File: config.mk
export PLATFORM = sky130hd
export DESIGN_NAME = dsa_pixel_fetch_lanes
export DESIGN_NICKNAME = d
export VERILOG_FILES = /design/src/rtl/dsa_pixel_fetch_lanes.sv
export SDC_FILE = /design/constraint.sdc
export NUM_CORES = 1
export LEC_CHECK = 0
export CORE_MARGIN = 5
export CORE_UTILIZATION = 50
export CTS_CLUSTER_DIAMETER = 30
export CTS_CLUSTER_SIZE = 14
export DETAILED_ROUTE_END_ITERATION = 12
export PLACE_DENSITY = 0.88
export SETUP_SLACK_MARGIN = 0.4
export SYNTH_ARGS = -nofsm -noshare
export SYNTH_HDL_FRONTEND = slang
export SYNTH_SLANG_ARGS = --single-unit
File: constraint.sdc
create_clock -name clk -period 10.1 [get_ports clk]
set_input_delay 1.515 -clock clk [delete_from_list [all_inputs] [get_ports clk]]
set_output_delay 1.515 -clock clk [all_outputs]
set_load 0.05 [all_outputs]
File: src/rtl/dsa_pixel_fetch_lanes.sv
// 2x2 neighbourhood fetch for 1..LANES pixels on one source row; out_valid R+2 edges after accept, held until out_ready.
// Neighbour reuse between adjacent lanes is compiled in when DSA_FETCH_REUSE_EN is defined.
module dsa_pixel_fetch_lanes #(
  parameter int ADDR_WIDTH = 18,
  parameter int LANES      = 4,
  parameter int FRAC_BITS  = 8
) (
  input  logic                       clk,
  input  logic                       rst_n,
  input  logic                       req_valid,
  output logic                       req_ready,
  input  logic [15:0]                base_x,
  input  logic [15:0]                step_x,
  input  logic [15:0]                src_y,
  input  logic [7:0]                 lane_count,
  input  logic [15:0]                img_width,
  input  logic [15:0]                img_height,
  input  logic [ADDR_WIDTH-1:0]      img_base_addr,
  output logic                       mem_read_en,
  output logic [ADDR_WIDTH-1:0]      mem_addr,
  input  logic [7:0]                 mem_data,
  output logic                       out_valid,
  input  logic                       out_ready,
  output logic [LANES*8-1:0]         out_p00,
  output logic [LANES*8-1:0]         out_p01,
  output logic [LANES*8-1:0]         out_p10,
  output logic [LANES*8-1:0]         out_p11,
  output logic [LANES*FRAC_BITS-1:0] out_frac_x,
  output logic [LANES*FRAC_BITS-1:0] out_frac_y,
  output logic [LANES-1:0]           out_lane_mask,
  output logic [7:0]                 out_reads
);
  localparam int NSLOT = 4 * LANES;
  localparam int IDXW  = $clog2(NSLOT);
  localparam int LW    = (LANES > 1) ? $clog2(LANES) : 1;

  typedef enum logic [2:0] {S_IDLE, S_CALC, S_READ, S_DRAIN, S_DONE} state_e;
  state_e state_q, state_d;

  logic [15:0]           base_x_q, step_x_q, src_y_q, w_q, h_q;
  logic [7:0]            n_q;
  logic [ADDR_WIDTH-1:0] img_base_q;
  logic [IDXW-1:0]       rd_idx_q, rd_idx_d;
  logic                  cap_vld_q;
  logic [IDXW-1:0]       cap_idx_q;
  logic [7:0]            raw_q [NSLOT];

  logic accept;
  assign accept = req_valid && (state_q == S_IDLE);

  // Per-lane coordinates are derived combinationally from the latched request.
  logic [15:0]      lane_x [LANES];
  logic [15:0]      xi     [LANES];
  logic [15:0]      x0     [LANES];
  logic [15:0]      x1     [LANES];
  logic [LANES-1:0] lane_act;
  logic [15:0]      wmax, hmax, yi, y0, y1;

  assign wmax = w_q - 16'd1;
  assign hmax = h_q - 16'd1;
  assign yi   = src_y_q >> FRAC_BITS;
  assign y0   = (yi > hmax) ? hmax : yi;
  assign y1   = (({1'b0, yi} + 17'd1) > {1'b0, hmax}) ? hmax : yi + 16'd1;

  always_comb begin
    for (int i = 0; i < LANES; i++) begin
      lane_x[i]   = base_x_q + step_x_q * 16'(i);
      xi[i]       = lane_x[i] >> FRAC_BITS;
      x0[i]       = (xi[i] > wmax) ? wmax : xi[i];
      x1[i]       = (({1'b0, xi[i]} + 17'd1) > {1'b0, wmax}) ? wmax : xi[i] + 16'd1;
      lane_act[i] = (8'(i) < n_q);
    end
  end

  // need[4*i+s]: slot s (p00,p01,p10,p11) of lane i must be read from memory.
  logic [NSLOT-1:0] need;
  logic [LANES-1:0] copy_all, copy_half;

  always_comb begin
    need      = '0;
    copy_all  = '0;
    copy_half = '0;
    for (int i = 0; i < LANES; i++) begin
      if (lane_act[i]) need[4*i +: 4] = 4'b1111;
    end
`ifdef DSA_FETCH_REUSE_EN
    for (int i = 1; i < LANES; i++) begin
      if (lane_act[i]) begin
        if (x0[i] == x0[i-1]) begin
          copy_all[i]     = 1'b1;
          need[4*i +: 4]  = 4'b0000;
        end else if (x0[i] == x1[i-1]) begin
          copy_half[i]    = 1'b1;
          need[4*i +: 4]  = 4'b1010;
        end
      end
    end
`endif
  end

  logic            has_first, has_next;
  logic [IDXW-1:0] first_idx, next_idx;

  always_comb begin
    has_first = 1'b0;
    first_idx = '0;
    has_next  = 1'b0;
    next_idx  = '0;
    for (int k = NSLOT - 1; k >= 0; k--) begin
      if (need[k]) begin
        has_first = 1'b1;
        first_idx = IDXW'(k);
        if (k > int'(rd_idx_q)) begin
          has_next = 1'b1;
          next_idx = IDXW'(k);
        end
      end
    end
  end

  always_comb begin
    state_d  = state_q;
    rd_idx_d = rd_idx_q;
    case (state_q)
      S_IDLE:  if (req_valid) state_d = S_CALC;
      S_CALC: begin
        if (has_first) begin
          state_d  = S_READ;
          rd_idx_d = first_idx;
        end else begin
          state_d  = S_DRAIN;
        end
      end
      S_READ: begin
        if (has_next) rd_idx_d = next_idx;
        else          state_d  = S_DRAIN;
      end
      S_DRAIN: state_d = S_DONE;
      S_DONE:  if (out_ready) state_d = S_IDLE;
      default: state_d = S_IDLE;
    endcase
  end

  always_ff @(posedge clk or negedge rst_n) begin
    if (!rst_n) begin
      state_q  <= S_IDLE;
      rd_idx_q <= '0;
    end else begin
      state_q  <= state_d;
      rd_idx_q <= rd_idx_d;
    end
  end

  always_ff @(posedge clk or negedge rst_n) begin
    if (!rst_n) begin
      base_x_q   <= '0;
      step_x_q   <= '0;
      src_y_q    <= '0;
      w_q        <= '0;
      h_q        <= '0;
      n_q        <= '0;
      img_base_q <= '0;
      cap_vld_q  <= 1'b0;
      cap_idx_q  <= '0;
      for (int k = 0; k < NSLOT; k++) raw_q[k] <= '0;
    end else begin
      if (accept) begin
        base_x_q   <= base_x;
        step_x_q   <= step_x;
        src_y_q    <= src_y;
        w_q        <= (img_width == 16'd0) ? 16'd1 : img_width;
        h_q        <= (img_height == 16'd0) ? 16'd1 : img_height;
        n_q        <= (lane_count == 8'd0) ? 8'd1 :
                      (lane_count > 8'(LANES)) ? 8'(LANES) : lane_count;
        img_base_q <= img_base_addr;
        for (int k = 0; k < NSLOT; k++) raw_q[k] <= '0;
      end
      // Read data arrives the cycle after issue; land it in the slot it was issued for.
      cap_vld_q <= (state_q == S_READ);
      cap_idx_q <= rd_idx_q;
      if (cap_vld_q) raw_q[cap_idx_q] <= mem_data;
    end
  end

  logic [LW-1:0]         rd_lane;
  logic [15:0]           rd_x, rd_y;
  logic [ADDR_WIDTH-1:0] rd_prod, rd_addr;

  assign rd_lane = LW'(rd_idx_q >> 2);
  assign rd_x    = rd_idx_q[0] ? x1[rd_lane] : x0[rd_lane];
  assign rd_y    = rd_idx_q[1] ? y1 : y0;
  assign rd_prod = ADDR_WIDTH'({16'd0, rd_y} * {16'd0, w_q});
  assign rd_addr = img_base_q + rd_prod + ADDR_WIDTH'(rd_x);

  assign req_ready   = (state_q == S_IDLE);
  assign out_valid   = (state_q == S_DONE);
  assign mem_read_en = (state_q == S_READ);
  assign mem_addr    = mem_read_en ? rd_addr : '0;

  // Reused slots point back through the previous lane's resolved sources.
  logic [7:0] pix [NSLOT];

  always_comb begin : resolve
    logic [IDXW-1:0] prv [4];
    logic [IDXW-1:0] cur [4];
    for (int s = 0; s < 4; s++) begin
      prv[s] = '0;
      cur[s] = '0;
    end
    for (int k = 0; k < NSLOT; k++) pix[k] = '0;
    for (int i = 0; i < LANES; i++) begin
      for (int s = 0; s < 4; s++) cur[s] = IDXW'(4 * i + s);
      if (copy_all[i]) begin
        for (int s = 0; s < 4; s++) cur[s] = prv[s];
      end else if (copy_half[i]) begin
        cur[0] = prv[1];
        cur[2] = prv[3];
      end
      for (int s = 0; s < 4; s++) begin
        pix[4*i+s] = raw_q[cur[s]];
        prv[s]     = cur[s];
      end
    end
  end

  logic [15:0] rd_total;

  always_comb begin
    rd_total = '0;
    for (int k = 0; k < NSLOT; k++) rd_total = rd_total + 16'(need[k]);
  end

  assign out_reads = !out_valid ? 8'd0 : (rd_total > 16'd255) ? 8'd255 : rd_total[7:0];

  always_comb begin
    out_p00       = '0;
    out_p01       = '0;
    out_p10       = '0;
    out_p11       = '0;
    out_frac_x    = '0;
    out_frac_y    = '0;
    out_lane_mask = '0;
    if (out_valid) begin
      for (int i = 0; i < LANES; i++) begin
        if (lane_act[i]) begin
          out_p00[8*i +: 8]                  = pix[4*i];
          out_p01[8*i +: 8]                  = pix[4*i+1];
          out_p10[8*i +: 8]                  = pix[4*i+2];
          out_p11[8*i +: 8]                  = pix[4*i+3];
          out_frac_x[FRAC_BITS*i +: FRAC_BITS] = lane_x[i][FRAC_BITS-1:0];
          out_frac_y[FRAC_BITS*i +: FRAC_BITS] = src_y_q[FRAC_BITS-1:0];
          out_lane_mask[i]                   = 1'b1;
        end
      end
    end
  end

endmodule

### Word level (Yosys, flattened, before mapping)

Index checks and enable logic that the tools add are counted.

| operators by class | value |
|---|---|
| $add $sub $neg | 32 |
| $mul | 2 |
| $lt $le $gt $ge | 34 |
| eq/ne operators | 9 |
| muxes and demuxes | 169 |
| bitwise gates (word level) | 2 |
| reductions and logical operators | 9 |

Operators with widths:

| operator | number |
|---|---|
| $mux 16 | 18 |
| $mux 128 | 2 |
| $mux 8 | 29 |
| $mux 4 | 53 |
| $mux 32 | 6 |
| $bwmux 128 | 1 |
| $add 8x1->9 const B | 10 |
| $gt 8x16->1 | 5 |
| $gt 9x16->1 | 5 |
| $bmux 16 s2 | 2 |
| $mux 1 | 51 |
| $add 16x16->16 | 3 |
| $demux 8 s4 | 1 |
| $gt 4x4->1 const A | 8 |
| $logic_not 16->1 | 2 |
| $sub 16x1->16 const B | 2 |
| $add 18x16->18 | 1 |
| $add 18x18->18 | 1 |
| $mul 16x16->18 | 1 |
| $mux 18 | 1 |
| $add 15x1->16 | 1 |
| $gt 16x8->1 const B | 1 |
| $gt 3x4->1 const A | 4 |
| $lt 1x8->1 const A | 2 |
| other kinds (37) | 47 |

| storage, ports and cells | value |
|---|---|
| bits in registers | 246 |
| bits of input ports | 118 |

### Longest topological paths before layout

| depth | value |
|---|---|
| depth after elaboration | 33 |
| depth in mapped cells | 44 |
| depth with buffers taken out | 44 |

### Worst setup path after synthesis

No wires, ideal clock.

| timing path | value |
|---|---|
| path type | register to output |
| start | register base_x_q[1] |
| end | output port mem_addr[14] |
| arrival time | 10.259 ns |
| slack | -1.674 ns |
| stages on the path, launching flop included | 42 |
| buffers on the path | 0 |
| cell sequence | dfrtp_1 -> fa_1 -> ha_1 -> fa_1 -> a21o_1 -> a21oi_1 -> o21bai_1 -> a31o_2 -> a21oi_1 -> xnor2_1 -> ha_1 -> and3_1 -> and3_1 -> xor2_1 -> ha_1 -> o21ai_0 -> nand2b_1 -> a21oi_1 -> [6 not listed] -> fa_1 -> inv_1 -> fa_1 -> fa_1 -> ha_1 -> inv_1 -> fa_1 -> inv_1 -> ha_1 -> inv_1 -> o21bai_1 -> a21oi_1 -> o21bai_1 -> a21oi_1 -> o21bai_1 -> a2111o_1 -> nand3_1 -> nor3b_1 |

| between the ends | value |
|---|---|
| longest elaborated chain between the ends | 10 |
| elaborated cells between the ends (all ways) | 30 |
| classes of those cells | add/sub: 10; order compare: 6; mux: 14 |

Ends and longest elaborated chain:

| what | line | RTL |
|---|---|---|
| start: declaration | 40 | `logic [15:0] base_x_q, step_x_q, src_y_q, w_q, h_q;` |
| start signal: assignment | 168 | `base_x_q <= base_x;` |
| $add 16x16->16 | 67 | `lane_x[i] = base_x_q + step_x_q * 16'(i);` |
| $add 8x1->9 | 70 | `x1[i] = (({1'b0, xi[i]} + 17'd1) > {1'b0, wmax}) ? wmax : xi[i] + 16'd1;` |
| $gt 9x16->1 | 70 |  |
| $mux 16 | 70 |  |
| $bmux 16 s2 | 190 | `assign rd_x = rd_idx_q[0] ? x1[rd_lane] : x0[rd_lane];` |
| $mux 16 (not written as such) (2 in a row) | 190 |  |
| $mux 16 * | 190 |  |
| $add 18x16->18 * | 193 | `assign rd_addr = img_base_q + rd_prod + ADDR_WIDTH'(rd_x);` |
| $mux 18 * | 198 | `assign mem_addr = mem_read_en ? rd_addr : '0;` |
| end: declaration | 20 | `output logic [ADDR_WIDTH-1:0] mem_addr,` |

Every way passes the cells marked *; elsewhere a longest branch is shown, timed or not. The select of a mux whose other input is x is not followed.

### Worst setup path in the final report

| timing path | value |
|---|---|
| start | register base_x_q[1] |
| end | output port mem_addr[17] |

The elaborated chain is that of the path after synthesis.

==> impl_metrics.toml <==
[run_status]
outcome = "finished, violations left"
violations = "negative setup slack"

[synth]
synth_area_um2 = 22420
netlist.area_leader.share_pct = 27.46
ys_seq_elements = 246
synth_edf_count = 0
synth_area_per_cell_um2 = 8.969
ys_seq_area_share_pct = 27.46
synthArstFlopShare_pct = 100.0
synth_cells = 2500
synth_cell_types = 85
yosysWarnings = 0
synthTopCellsByArea = "dfrtp_1, fa_1, ha_1"
synth_top_area_cell = "dfrtp_1"
ys.flop_type = "dfrtp_1"

[die]
rows = 77
initial_core_util_pct = 50.59
core_area_um2 = 44320
die_area_um2 = 49180
die_w_um = 221.8
die_h_um = 221.8
io_pins = 343

[worst_setup_path]
path_buf_inv = 7
critPathKind = "register to output pin"
critPathLaunchType = "register"
r2r-end = "raw_q[99]"
crit_family = "compound AO/OA/AOI/OAI gates"
slowest_stage = "fa_1"
crit-reg2reg-launch = "state_q[2]"
critPathCaptureType = "output pin"
rr_worst_depth = 5
ff2ff_setup_slack_ps = 6880
cp.arrival_ps = 10250
critPathRequiredTime_ps = 8590
crit_fanout = 4
cpPeakStageDelay_ps = 560

[grt]
grt_pass1_wl_um = 126900
antenna_found_initial = 2
overflow = 0
grt_pass1_vias = 23180
grt_max_degree = 154
track_usage_pct = 31.61

[final_layout]
fin_nets = 3553
final_cell_mix = "nand2_1, clkdlybuf4s50_1, buf_4"
final_common_cell = "nand2_1"
final_cell_count_no_fill = 3727
area_delta_synth_final_pct = 38.81
fillers = 3056
layout-drive-gt1-share_pct = 16.54
fin_util_pct = 70.23

[timing]
worstMarginPinSlew_ps = 1186
hold_violations = 0
finalCriticalPeriod_ps = 11760
setup_viol = 14
fin_setup_tns_ps = -14650
drv_slew = 0
fin_ws_ps = -1662
post-route-period-util_pct = 116.5
whs_ps = 485.2
clock_skew_ps = 19.59
slew_headroom_pct = 20.33
rsz0062_at_grt = "yes"
max_freq_ghz = 0.08502

[hold_path]
holdPathStages = 1
min_to = "n_q[5]"
hp-class = "register to register"
worstHoldStart = "n_q[5]"

[routing]
drt-total-wl_um = 80930
drt-vias-per-instance = 5.936
dr.pass1.iters = 5
vias = 22130
drc = 0
dr.first_iter.drc_count = 2066
final_antenna_net_count = 0
drt-wirelength-per-cell_um = 21.71

[place]
dpl.hpwl_um = 58330
io_buffers = 337
gp_congestion = 1.007
place_inst = 3602

[clocking]
clockBufferDepth = 3
clkTransAtPathRegs_ps = 50
clkLatencyLatePin_ps = 600
cts_sinks = 246
cts_max_level = 2
cts_inserted_buffers = 54
root_buffer = "clkbuf_16"
cts_tree = "done"
ctsHoldBuffers = 0

[run]
cap_violations = 0
==> synthesized netlist by cell type (9+ instances only) <==
library cell,number
clkbuf_1,107
nor3_1,24
a22o_1,129
a21o_1,40
xnor2_1,78
a21oi_1,57
ha_1,190
o21bai_1,9
nor2_1,111
xor2_1,35
nand2b_1,22
a221o_1,9
dfrtp_1,246
o21a_1,29
a211oi_1,9
and3_1,193
inv_1,245
buf_1,11
fa_1,157
nand2_1,379
a31oi_1,10
nand4_1,19
nand3_1,29
and2_1,72
a221oi_1,11
nor4_1,16
mux2i_1,14
o21ai_0,73
nor2b_1,18
==> through the flow <==
stage / setup WS [ps] / cell area [µm²]
after floorplan: -410.7 / 22840
after global placement: -784.3 / 28500
after detailed placement: -1076 / 28500
after CTS: -1514 / 30860
after global routing: -2095 / 31120
final: -1662 / 31120
==> metal layers <==
| layer | track usage [%] | vias to the layer above | wire length (µm) |
|---|---|---|---|
| met5 | 0 | - | 0 |
| met4 | 15.41 | 0 | 4365 |
| met3 | 6.024 | 293 | 6473 |
| met2 | 53.77 | 1254 | 39690 |
| met1 | 38.76 | 10870 | 30400 |
| li1 | - | 9709 | - |
==> state kept, by name, indices dropped and copies added (netlist names) <==
signal	cells
cap_idx_q	4
raw_q	128
state_q	3
rd_idx_q	4
cap_vld_q	1
src_y_q	16
w_q	16
step_x_q	16
n_q	8
h_q	16
base_x_q	16
img_base_q	18
==> final cells by class <==
type	instances	area (µm²)	share of cell area, %
multi-input combinational	1928	15660	50.32
inverter	245	923.4	2.967
clock buffer	68	1515	4.869
tap	592	740.7	2.380
timing repair buffer	613	5632	18.10
sequential	246	6158	19.79
antenna	3	7.507	0.02412
clock inverter	32	485.5	1.560
==> timing repair <==
action                                  CTS  global route
pin swaps                                38            32
resized for setup                        43            34
setup buffers                            17             5
endpoints found under the setup margin   16            16
==> kinds of logic (layout without fill, tap and decap cells) <==
| logic type | after synthesis | in the layout | synth area share [%] |
|---|---|---|---|
| AO/OA/AOI/OAI | 462 | 462 | 15.18 |
| XOR/XNOR | 115 | 115 | 4.615 |
| adder cells (fa/ha/maj) | 349 | 349 | 24.71 |
| buffers and inverters | 371 | 958 | 6.339 |
| flip-flops | 246 | 246 | 27.46 |
| multiplexers | 17 | 17 | 0.7924 |
| other | 2 | 50 | 0.03349 |
| AND/OR/NAND/NOR | 938 | 938 | 20.88 |
==> worst max path at each step <==
stage | from | to | slack, ps | depth (start not counted)
finish | base_x_q[1] | mem_addr[17] | -1660 | 43
global route | base_x_q[1] | mem_addr[17] | -2090 | 43
CTS | base_x_q[1] | mem_addr[16] | -1510 | 44
detailed placement | step_x_q[0] | mem_addr[17] | -1080 | 43
global placement | step_x_q[0] | mem_addr[17] | -780 | 43
floorplan | base_x_q[1] | mem_addr[17] | -410 | 41
Power is left out: the tool's default activity adds up to more than one toggle a clock period on the data nets, which glitch-free logic cannot reach.
==> variant, RTL diff (same settings) <==
Change the parameter `ADDR_WIDTH` from 18 to 16.
--- a/src/rtl/dsa_pixel_fetch_lanes.sv
+++ b/src/rtl/dsa_pixel_fetch_lanes.sv
@@ -3,3 +3,3 @@
 module dsa_pixel_fetch_lanes #(
-  parameter int ADDR_WIDTH = 18,
+  parameter int ADDR_WIDTH = 16,
   parameter int LANES      = 4,
Ports: changed (resized img_base_addr and mem_addr); port bits go from 343 to 339. The function was not compared with the original's and may differ.
==> variant against the original RTL <==
First-iteration DRC count grew 21%; register-to-register slack better by 0.03 ns; synthesized area shrank 5.0%; the flow still finishes with violations (negative setup slack); routed wire length fell by 0.80%; sequential cell count is 2 lower; final area shrank 3.1%; synthesized cell count shrank 3.9%; cell count is 3.4% lower; worst setup slack improved by 0.31 ns; highest routed layer is now met5.
Power is not shown: default switching activity piles up to over one toggle a cycle in this logic, so the estimate is an artifact.
==> variant: results (changes against the original RTL) <==
* Outcome: finished with violations
* Failing checks: negative setup slack
* GP Congestion at 1.01 (-0.13%)
* Hold EP: n_q[4]$_DFFE_PN0P_
* Pin count of the biggest net entering global routing at 89 (-42%)
* Vias in the first global route at 22406 (-3.3%)
* CLK BUF at 64 (-5.9%)
* Pre-antenna DRT Iters at 6 (+1)
* Met1 Use GR at 38.2% (-0.56 points)
* Met2 usage at 57.0% (+3.3 points)
* Xor/xnor share of the synthesized area at 4.65% (+0.031 points)
* Fraction of area in multi-input gates at 49.2% (-1.1 points)
* Worst setup endpoint: mem_addr[15]
* Metal3 WL at 6890 um (+6.5%)
* Final std cells w/o fill at 3601 (-3.4%)
* Crit path max-delay family: adder cells
* Mux cell area share after synthesis at 0.235% (-0.56 points)
* Inverters at 216 (-12%)
* Net count, final at 3447 (-3.0%)
* Hold Path Origin: n_q[4]$_DFFE_PN0P_
* Skew final at 0.0346 ns (+0.0150 ns)
* Met3 Use GR at 6.89% (+0.87 points)
* Area growth, synth to finish at 41.5%
* Num CTS Buffers at 53 (-1.9%)
* Via/cell ratio at 6.02 (+1.5%)
* Final worst setup slack at -1.35 ns (+0.312 ns)
* Reg2reg end: raw_q[108]$_DFF_PN0_
* NonClk Buf Share at 19.3% (+1.3 points)
* Worst Setup SP: step_x_q[0]$_DFFE_PN0P_
* Distinct cells, synth at 80 (-5.9%)
* Post-Route M1 WL at 29000 um (-4.7%)
* Post-DP HPWL at 56900 um (-2.4%)
* Setup violators final at 11 (-3)
* Clock network contribution to total cell area at 6.22% (-0.20 points)
* Setup_tns at -8.02 ns (+6.63 ns)
* R2r setup slk at 6.91 ns (+0.03 ns)
* IO Port Bufs at 333 (-1.2%)
* DP Area at 27400 um^2 (-4.0%)
* Drt total wl at 80300 um (-0.80%)
* Synthesized area per cell at 8.87 um^2 (-1.1%)
* Wire length on met2 at 39600 um (-0.31%)
* Compound-Gate Fraction of Synth Area at 16.1% (+0.92 points)
* Layout cells sized above 1 at 18.7% (+2.1 points)
* Fill count at 2841 (-7.0%)
* DP Cell Count at 3469 (-3.7%)
* Max-slew headroom at 10.1% (-10 points)
* Fraction of the yosys area taken by sequential cells at 28.7% (+1.2 points)
* Top Metal Used: met5
* Adder-Cell Fraction of Synth Area at 22.9% (-1.8 points)
* Detailed Route Iter0 Violations at 2504 (+21%)
* Diode count at 1 (-2)
* CP Data Arrival Time at 9.93 ns (-0.32 ns)
## variant: changes by cell type after synthesis, sizes merged, moves of 14 or more
cell   delta
and3     -43
fa       -31
inv      -30
nor2     +27
and2     +25
nand2    -22
o21ai    +21
nor3     +14
## variant: stage by stage
step | hold WS (ns) | worst slack (ns)
after floorplan | 0.352 | -0.491
after global placement | 0.467 | -1.04
after detailed placement | 0.473 | -1.30
after CTS | 0.484 | -1.40
after global routing | 0.499 | -1.78
final | 0.486 | -1.35
## variant: cell families after synthesis
family / Yosys count
DFF: 244
other: 2
adders and majority gates: 314
buffers and inverters: 331
and+or+nand+nor: 927
muxes: 5
xor gates and xnor gates: 105
AOI/OAI and AO/OA: 474
## variant: timing repair
action / CTS / global route
setup buffers: 17 / 15
pin swaps: 49 / 52
resized for setup: 75 / 68
endpoints found under the setup margin: 14 / 15
endpoints found under the hold margin: 0 / 0
